File: src/rtl/count_display_driver.sv
// Captures a ones/zeros count pair, converts each to BCD with a shift-add-3 engine,
// and scans the four digits onto a common-anode 7-segment display (macro: LEADING_ZERO_BLANK_EN).
module count_display_driver (
   input  logic       clk_in,
   input  logic       reset,
   input  logic       load,
   input  logic [5:0] count_ones,
   input  logic [5:0] count_zeros,
   input  logic       scan_clk,
   output logic       busy,
   output logic [3:0] an,
   output logic [6:0] seg
);

   typedef enum logic [1:0] {IDLE, CONV, COMMIT} state_t;

   state_t          state_q;
   logic            busy_q;
   logic [2:0]      iter_q;
   logic [5:0]      onesBin_q, zerosBin_q;
   logic [7:0]      onesBcd_q, zerosBcd_q;
   logic [3:0][3:0] digits_q;
   logic [13:0]     onesStep_d, zerosStep_d;

   logic            scanPrev_q;
   logic [1:0]      scanIdx_q;
   logic [3:0]      an_q;
   logic [6:0]      seg_q;
   logic [3:0]      curDigit_d;
   logic [6:0]      seg_d;
   logic            scanEdge_d;

   function automatic logic [7:0] add3(input logic [7:0] bcd);
      logic [3:0] tens, units;
      tens  = (bcd[7:4] >= 4'd5) ? bcd[7:4] + 4'd3 : bcd[7:4];
      units = (bcd[3:0] >= 4'd5) ? bcd[3:0] + 4'd3 : bcd[3:0];
      return {tens, units};
   endfunction

   function automatic logic [6:0] segOf(input logic [3:0] d);
      logic [6:0] s;
      case (d)
         4'd0:    s = 7'b1000000;
         4'd1:    s = 7'b1111001;
         4'd2:    s = 7'b0100100;
         4'd3:    s = 7'b0110000;
         4'd4:    s = 7'b0011001;
         4'd5:    s = 7'b0010010;
         4'd6:    s = 7'b0000010;
         4'd7:    s = 7'b1111000;
         4'd8:    s = 7'b0000000;
         4'd9:    s = 7'b0010000;
         default: s = 7'b1111111;
      endcase
      return s;
   endfunction

   // One double-dabble iteration: correct the BCD nibbles, then shift {bcd, bin} left.
   always_comb begin
      onesStep_d  = {add3(onesBcd_q), onesBin_q};
      onesStep_d  = {onesStep_d[12:0], 1'b0};
      zerosStep_d = {add3(zerosBcd_q), zerosBin_q};
      zerosStep_d = {zerosStep_d[12:0], 1'b0};
   end

   always_ff @(posedge clk_in or negedge reset) begin
      if (!reset) begin
         state_q    <= IDLE;
         busy_q     <= 1'b0;
         iter_q     <= 3'd0;
         onesBin_q  <= 6'd0;
         zerosBin_q <= 6'd0;
         onesBcd_q  <= 8'd0;
         zerosBcd_q <= 8'd0;
         digits_q   <= '0;
      end else begin
         case (state_q)
            IDLE: begin
               if (load) begin
                  onesBin_q  <= count_ones;
                  zerosBin_q <= count_zeros;
                  onesBcd_q  <= 8'd0;
                  zerosBcd_q <= 8'd0;
                  iter_q     <= 3'd0;
                  busy_q     <= 1'b1;
                  state_q    <= CONV;
               end
            end
            CONV: begin
               onesBcd_q  <= onesStep_d[13:6];
               onesBin_q  <= onesStep_d[5:0];
               zerosBcd_q <= zerosStep_d[13:6];
               zerosBin_q <= zerosStep_d[5:0];
               iter_q     <= iter_q + 3'd1;
               if (iter_q == 3'd5) begin
                  state_q <= COMMIT;
               end
            end
            COMMIT: begin
               digits_q[3] <= onesBcd_q[7:4];
               digits_q[2] <= onesBcd_q[3:0];
               digits_q[1] <= zerosBcd_q[7:4];
               digits_q[0] <= zerosBcd_q[3:0];
               busy_q      <= 1'b0;
               state_q     <= IDLE;
            end
            default: begin
               busy_q  <= 1'b0;
               state_q <= IDLE;
            end
         endcase
      end
   end

   // Odd scan indices are the tens positions, the only ones eligible for blanking.
   always_comb begin
      scanEdge_d = scan_clk & ~scanPrev_q;
      curDigit_d = digits_q[scanIdx_q];
      seg_d      = segOf(curDigit_d);
`ifdef LEADING_ZERO_BLANK_EN
      if (scanIdx_q[0] && (curDigit_d == 4'd0)) begin
         seg_d = 7'b1111111;
      end
`endif
   end

   always_ff @(posedge clk_in or negedge reset) begin
      if (!reset) begin
         scanPrev_q <= 1'b0;
         scanIdx_q  <= 2'd0;
         an_q       <= 4'b1111;
         seg_q      <= 7'b1111111;
      end else begin
         scanPrev_q <= scan_clk;
         if (scanEdge_d) begin
            scanIdx_q <= scanIdx_q + 2'd1;
         end
         an_q  <= ~(4'b0001 << scanIdx_q);
         seg_q <= seg_d;
      end
   end

   assign busy = busy_q;
   assign an   = an_q;
   assign seg  = seg_q;

endmodule
File: config.mk
export PLATFORM = sky130hd
export DESIGN_NAME = count_display_driver
export DESIGN_NICKNAME = d
export VERILOG_FILES = /design/src/rtl/count_display_driver.sv
export SDC_FILE = /design/constraint.sdc
export NUM_CORES = 1
export LEC_CHECK = 0
export CAP_MARGIN = 20
export CORE_MARGIN = 1.5
export CORE_UTILIZATION = 57
export CTS_CLUSTER_SIZE = 20
export DETAILED_ROUTE_END_ITERATION = 8
export HOLD_SLACK_MARGIN = 0.12
export PLACE_DENSITY = 0.79
export SLEW_MARGIN = 10
export SYNTH_ARGS = -nofsm -noshare
export SYNTH_HDL_FRONTEND = slang
export SYNTH_SLANG_ARGS = --single-unit
File: constraint.sdc
create_clock -name clk_in -period 2.5 [get_ports clk_in]
set_input_delay 0.5 -clock clk_in [delete_from_list [all_inputs] [get_ports clk_in]]
set_output_delay 0.5 -clock clk_in [all_outputs]
set_load 0.02 [all_outputs]
### Yosys cells after proc, flatten, opt, wreduce, memory -nomap -nowiden

Memories as Yosys holds them, arrays and structs flattened. A register that Yosys moved wholly into a read port is not among the register bits.
Cells that the tools add are included.

| storage, ports and cells | value |
|---|---|
| register bits | 57 |
| bits in read-only memories | 112 |
| output and inout port bits | 12 |
| memories | 1 |

Memories:

| memory | depth | bits a word | rd ports | clocked after Yosys merged registers in | write ports | RTL line | text |
|---|---|---|---|---|---|---|---|
| (no name shown) | 16 | 7 | 1 | 1 | 0 | 42 | `case (d)` |

| operators by class | value |
|---|---|
| $add $sub $neg | 6 |
| order comparisons | 5 |
| equal/unequal tests | 5 |
| shift operators | 1 |
| multiplexer cells | 20 |
| bitwise gates (word level) | 4 |
| reductions and logical operators | 6 |

Operator list:

| operator | count |
|---|---|
| case mux 8 bit (2 select lines) | 2 |
| case mux 6 bit (2 select lines) | 2 |
| greater-or-equal comparator 4 x 3 -> 1 bit (second input constant) | 4 |
| 2-to-1 mux 4 bit | 3 |
| 2-to-1 mux 6 bit | 2 |
| 2-to-1 mux 3 bit | 3 |
| adder 4 x 2 -> 4 bit (second input constant) | 2 |
| binary-select mux 4 bit (select 2 bit) | 1 |
| 2-to-1 mux 8 bit | 1 |
| adder 3 x 2 -> 3 bit (second input constant) | 2 |
| case mux 3 bit (2 select lines) | 1 |
| AND reduction 2 bit | 3 |
| 2-to-1 mux 2 bit | 2 |
| != test 2 bit (second input constant) | 2 |
| NOT 4 bit | 1 |
| case mux 2 bit (2 select lines) | 1 |
| left shift 1 x 2 -> 4 bit (first input constant) | 1 |
| adder 3 x 1 -> 3 bit (second input constant) | 1 |
| == test 3 bit (second input constant) | 1 |
| < comparator 2 x 3 -> 1 bit (second input constant) | 1 |
| adder 2 x 1 -> 2 bit (second input constant) | 1 |
| == test 2 x 1 -> 1 bit (second input constant) | 1 |
| == test 2 bit (second input constant) | 1 |
| logical NOT 2 bit | 1 |
| 6 further kinds | 7 |

### Longest topological paths before layout

Gate-level depths: netlist of the first run.

| depth | value |
|---|---|
| depth in word-level cells | 3 |
| depth in mapped cells | 7 |

### Least setup slack after synthesis of the first run

Ideal clock, no wire load.

| timing | value |
|---|---|
| path type | reg2reg |
| start | reg scanIdx_q[0] |
| end | reg seg_q[0] (netlist: seg[0]) |
| arrival time | 1.740 ns |
| required time | 2.422 ns |
| setup slack | 0.683 ns |
| stages on the path, launching flop included | 7 |
| cell sequence | dfrtp_1 -> buf_6 -> mux4_1 -> ha_1 -> or2_0 -> a21oi_2 -> nor2_1 |

| on the way | value |
|---|---|
| longest elaborated chain between the ends | 2 |

RTL lines:

| what | RTL line | text |
|---|---|---|
| start: declaration | 26 | `logic [1:0] scanIdx_q;` |
| start signal: assignment | 136 | `scanIdx_q <= scanIdx_q + 2'd1;` |
| binary-select mux 4 bit (select 2 bit) | 118 | `curDigit_d = digits_q[scanIdx_q];` |
| 2-to-1 mux 4 bit (implied by the code) | 118 |  |
| end: declaration | 28 | `logic [6:0] seg_q;` |

Every way passes these cells. The select of a mux whose other input is x is not followed.
A chain may end at the register's enable or synchronous reset.

### Final worst setup path of the first run

| timing | value |
|---|---|
| start | reg scanIdx_q[0] |
| end | reg seg_q[3] (netlist: seg[3]) |

Same word-level chain as after synthesis.

==> metrics.cfg, run 1 <==
[outcome]
outcome = completed

[worst_setup_path]
rr_endpoint = seg[3]
worst-setup-path-type = flop to flop
r2r-start = scanIdx_q[0]
cp_max_fo = 8
cp.required_ns = 2.76
worst_setup_path_end_kind = flop
worstSetupStartpointType = flop
rrSetupSlack_ns = 0.51
r2r_cells = 6
worstPathArrival_ns = 2.25

[sta]
post-route-min-period_ns = 1.989
max_freq_ghz = 0.5027
fin_tns_setup_ns = 0
slew-limit-headroom = 0.5159
tightestPinTransition_ns = 0.7235
fin_crit_sh = 0.7957
drv_slew = 0
setup_slack_ns = 0.5107
setup_violations = 0
rsz0062_at_grt = false
hold_viol_final = 0
fin_worst_skew_ns = 0.005879

[drt]
drc = 0
met3WireLength_um = 125
viasPerCell = 5.293
drtAntennaViolNets = 0
drt-met1-wl_um = 2459
drtPass1Iterations = 4
drtIter0Drc = 68
wl_um = 5213
wl_per_cell_um = 13.90
wl_met2_um = 2563
vias = 1985
top_layer_used = met4

[floorplan]
initial_core_util = 0.5955
fp.coreArea_mm2 = 0.005172
die_h_um = 76.52
die_area_mm2 = 0.005855
io_pins = 28
row_count = 26
fp.dieW_um = 76.52

[yosys]
synth-edff-count = 0
async_flop_share = 1.000
syn_area_mm2 = 0.003080
synthFlopType = dfrtp_1
ys_ff_latch = 64
ys.warnings.count = 0
synthesis.nets = 305
avgSynthCellArea_um2 = 11.41
yosysSeqAreaShare = 0.5244
yosysUniqueCellTypes = 33
syn_inst = 270

[layout]
antenna_cells = 0
fin_nets = 335
fillers = 370
area_delta_synth_final_pct = 17.02
drive_gt1_frac = 0.1902

[clocking]
cts_buffer_depth = 2
cts_resized = 0
clock-sinks = 64
cts_tree = yes
path_clk_slew_ns = 0.07
cts-root-buf = clkbuf_8
cts_buffers = 9
post_cts_buffers = 0
hold_buffers = 0
htree_levels = 3
worstSkewPairLatency_ns = 0.33

[pwr]
power_frac_comb = 0.413
p_seq_frac = 0.400
internal_power_mw = 2.937
switching_share = 0.3632
power_switching_mw = 1.675
p_total_mw = 4.612
clockPowerShare = 0.186
total_leakage_power_nw = 1.650
ir_drop_v = 0.0006439
powerDensity_mw_per_mm2 = 1279

[hold_path]
timing.hold.worst.class = primary input to asynchronous set/reset pin

[placement]
place_ws_ns = 0.5209
place.port_buffers = 27
post-dp-hpwl_um = 3659
place_congestion = 0.7686

[grt]
grtUsageTotal = 0.2061
grt_max_degree = 42
grt_pass1_wl_um = 9446
grt_pass1_vias = 2073
antenna_found_initial = 0
gr-total-overflow = 0

[run]
drv_cap = 0

==> flip-flops by register name (all words and copies together), names as in the netlist <==
| register | cells |
|---|---|
| onesBin_q | 6 |
| scanPrev_q | 1 |
| onesBcd_q | 8 |
| an | 4 |
| digits_q | 16 |
| scanIdx_q | 2 |
| state_q | 2 |
| zerosBin_q | 6 |
| seg | 7 |
| iter_q | 3 |
| zerosBcd_q | 8 |
| busy | 1 |
==> placed cells by master, fill, tap and decap left out, types with 3 or more instances in the layout <==
cell	synthesis	final
dfrtp_1	53	53
o21ai_0	28	28
nand2_1	27	27
clkdlybuf4s50_1	0	26
mux2_2	19	19
ha_1	19	19
inv_1	18	18
a21oi_1	12	12
mux2i_1	12	12
nor2_1	11	11
dfstp_2	11	11
clkbuf_8	0	10
nand2b_1	7	7
nor2b_1	5	5
xnor2_1	5	5
nor3_1	4	4
nand3_1	4	4
a22o_1	4	4
clkinv_2	0	3
buf_4	0	3
==> synthesized netlist by cell type (5+ instances only) <==
| cell type | number | area (um^2) |
|---|---|---|
| nand2b_1 | 7 | 43.79 |
| nand2_1 | 27 | 101.4 |
| dfstp_2 | 11 | 289.0 |
| dfrtp_1 | 53 | 1326 |
| nor2_1 | 11 | 41.29 |
| xnor2_1 | 5 | 43.79 |
| mux2_2 | 19 | 214.0 |
| mux2i_1 | 12 | 120.1 |
| ha_1 | 19 | 237.7 |
| clkbuf_1 | 6 | 22.52 |
| a21oi_1 | 12 | 60.06 |
| inv_1 | 18 | 67.56 |
| nor2b_1 | 5 | 31.28 |
| o21ai_0 | 28 | 140.1 |
==> cell families (layout without fill, tap and decap cells) <==
family / Yosys count / after routing / synth area share
flip-flops: 64 / 64 / 0.5244
XOR/XNOR: 7 / 7 / 0.01990
AND/OR/NAND/NOR: 64 / 64 / 0.1007
multiplexers: 35 / 35 / 0.1401
buffers and inverters: 30 / 65 / 0.04305
adder cells (fa/ha/maj): 19 / 19 / 0.07717
AO/OA/AOI/OAI: 51 / 51 / 0.09464
==> power groups by stage <==
stage          Sequential, mW  Combinational [mW]  Clock (mW)
4_1_cts                  1.85                1.93       0.876
5_1_grt                  1.91                2.16       0.925
2_1_floorplan            1.86                1.40           0
3_3_place_gp             1.85                1.84           0
3_5_place_dp             1.86                1.91           0
6_report                 1.85                1.91       0.860
==> layer usage <==
| metal | vias up | track usage |
|---|---|---|
| met5 | - | 0 |
| met4 | 0 | 0.09444 |
| met3 | 8 | 0.03952 |
| met2 | 25 | 0.3357 |
| met1 | 979 | 0.2676 |
| li1 | 973 | - |
==> worst max-delay path by stage <==
stage	cells past startpoint	end	from	slack (ns)
floorplan	6	seg[0]	scanIdx_q[0]	0.68
global placement	5	seg[0]	scanIdx_q[0]	0.58
detailed placement	5	seg[0]	scanIdx_q[0]	0.52
CTS	6	seg[3]	scanIdx_q[0]	0.51
global route	6	seg[3]	scanIdx_q[0]	0.34
finish	6	seg[3]	scanIdx_q[0]	0.51
==> worst max-delay path, stage by stage, from the launching register on <==
cell,delay (ns)
dfrtp_1,0.54
mux4_1,0.74
inv_1,0.16
ha_1,0.16
or2_0,0.13
a21oi_2,0.07
a21oi_1,0.12
==> per-stage QoR <==
step	util	cells	instance area (um^2)	hold WS [ns]
after global placement	0.6601	359	3415	0.4617
after CTS	0.6969	375	3605	0.1505
after detailed placement	0.6601	359	3415	0.4755
final	0.6969	375	3605	0.1446
after global routing	0.6969	375	3605	0.1697
after floorplan	-	270	3080	0.2044
==> final cells by class <==
class	instances	area [um^2]	area share
Clock buffer	12	145.1	0.04026
Clock inverter	4	45.04	0.01250
Inverter	18	67.56	0.01874
Multi-Input combinational cell	176	1336	0.3707
Sequential cell	64	1615	0.4481
Tap cell	70	87.58	0.02430
Timing Repair Buffer	31	307.8	0.08539
(Power assumes the default switching activity.)
==> inputs of run 2 (changes only) <==
Clock period 2.5 ns to 1.9 ns, I/O delays scaled along.
==> metrics.cfg, run 2 (synthesized netlist as in run 1, its figures left out) <==
[outcome]
outcome = completed

[floorplan]
fp.coreArea_mm2 = 0.005172
die_h_um = 76.52
row_count = 26
io_pins = 28
initial_core_util = 0.5955
die_area_mm2 = 0.005855
fp.dieW_um = 76.52

[placement]
dpl.cell_count = 363
post-dp-hpwl_um = 3694
place.port_buffers = 27
place_congestion = 0.7676

[layout]
fin_nets = 340
largest_register_ff_count = 16
stdcell_count = 380
fin_util = 0.7059
regMostFlops = digits_q
fillers = 377
layout.cells.most_common_list = 53 x dfrtp_1, 28 x o21ai_0, 27 x nand2_1
drive_gt1_frac = 0.2032
area_delta_synth_final_pct = 18.52
antenna_cells = 0
final_common_cell = dfrtp_1
top_regs = digits_q (16), onesBcd_q (8), zerosBcd_q (8)

[clocking]
htree_levels = 3
cts_buffer_depth = 2
path_clk_slew_ns = 0.07
cts_buffers = 9
clock-sinks = 64
worstSkewPairLatency_ns = 0.34
cts-root-buf = clkbuf_8
cts_tree = yes
cts_resized = 0

[worst_setup_path]
worst_setup_path_end_kind = primary output
crit_buf_inv = 1
worstPathArrival_ns = 1.46
slowest_delay_ns = 0.60
critical-path-slowest-cell = clkdlybuf4s50_1
r2r-start = scanIdx_q[0]
cp.required_ns = 1.52
r2r_cells = 6
cpLargestDelayFamily = buffers and inverters
worst-setup-path-type = flop to primary output
rrSetupSlack_ns = 0.10
cp_max_fo = 1
worstPathCellList = clkdlybuf4s50_1
worstSetupStartpointType = flop
cp_num_cells = 1
rr_endpoint = seg[3]

[hold_path]
hold_depth = 2
hp-start = onesBin_q[5]
hold_end = onesBin_q[5]
timing.hold.worst.class = flop to flop

[pwr]
powerDensity_mw_per_mm2 = 1687
p_total_mw = 6.160
total_leakage_power_nw = 1.675
ir_drop_v = 0.0008267

[sta]
post-route-min-period_ns = 1.840
rsz0062_at_grt = false
tightestPinTransition_ns = 0.3335
max_freq_ghz = 0.5436
slew-limit-headroom = 0.7777
fin_crit_sh = 0.9682
hold_viol_final = 0
drv_slew = 0
setup_violations = 0
fin_worst_skew_ns = 0.004103
fin_tns_setup_ns = 0

[drt]
wl_um = 5531
vias = 2061
viasPerCell = 5.424
wl_per_cell_um = 14.56
drtPass1Iterations = 4
drc = 0
drtAntennaViolNets = 0
drtIter0Drc = 108

[grt]
gr-total-overflow = 0
grt_pass1_vias = 2035
grt_max_degree = 65
grtUsageTotal = 0.2199
grt_pass1_wl_um = 9873
antenna_found_initial = 0

[run]
drv_cap = 0

run 2: changes by cell type in the layout (fill, tap and decap cells not counted), sizes merged:
cell / delta
clkbuf: +1
buf: +4
bufinv: -1
dlygate4sd3: +1
run 2: report_power, final:
group	leakage (nW)	internal (mW)	total, mW	switching [mW]
clock network	0.0992	0.574	1.07	0.496
registers	0.797	2.00	2.43	0.427
logic	0.778	1.31	2.66	1.35
run 2: worst max-delay path by stage:
stage,slack (ns),to,startpoint
final,0.06,an[3],an[3]
after global routing,0.01,seg[5],scanIdx_q[0]
after CTS,0.03,an[3],an[3]
after detailed placement,0.13,seg[3],scanIdx_q[0]
after global placement,0.16,seg[0],scanIdx_q[0]
after floorplan,0.08,seg[0],scanIdx_q[0]
run 2: worst reg2reg max path, cell delays in order (launching register included):
cell	delay, ns
dfrtp_1	0.39
mux4_1	0.70
inv_1	0.18
ha_1	0.15
or2_0	0.12
a21oi_2	0.07
a21oi_1	0.12
run 2: routing by layer:
layer  global-route usage  vias up  part of all wire
li1                     -      987                 -
met1               0.2953     1030              0.48
met2               0.3295       31              0.46
met3              0.05868       13             0.030
met4               0.1130        0             0.024
met5                    0        -                 0
run 2: layout make-up:
type                            instances  area (um^2)  area share
Multi-Input combinational cell        176         1336      0.3660
Sequential cell                        64         1615      0.4424
Tap cell                               70        87.58     0.02399
Clock buffer                           13        168.9     0.04626
Inverter                               18        67.56     0.01851
Clock inverter                          3        15.01    0.004112
Timing Repair Buffer                   36        360.3     0.09870
run 2: repair_timing:
item                                   in CTS  in global routing
setup endpoints to repair                   0                  0
hold buffers                                1                  0
setup buffers                               0                  0
endpoints found under the hold margin      53                  0
run 2: through the flow:
| stage | hold slack [ns] | area, um^2 | setup WS [ns] |
|---|---|---|---|
| CTS | 0.4893 | 3651 | 0.03420 |
| global placement | 0.4151 | 3457 | 0.1646 |
| global route | 0.5056 | 3651 | 0.01468 |
| detailed placement | 0.4172 | 3457 | 0.1335 |
| floorplan | 0.08441 | 3080 | 0.08251 |
| finish | 0.4816 | 3651 | 0.06050 |
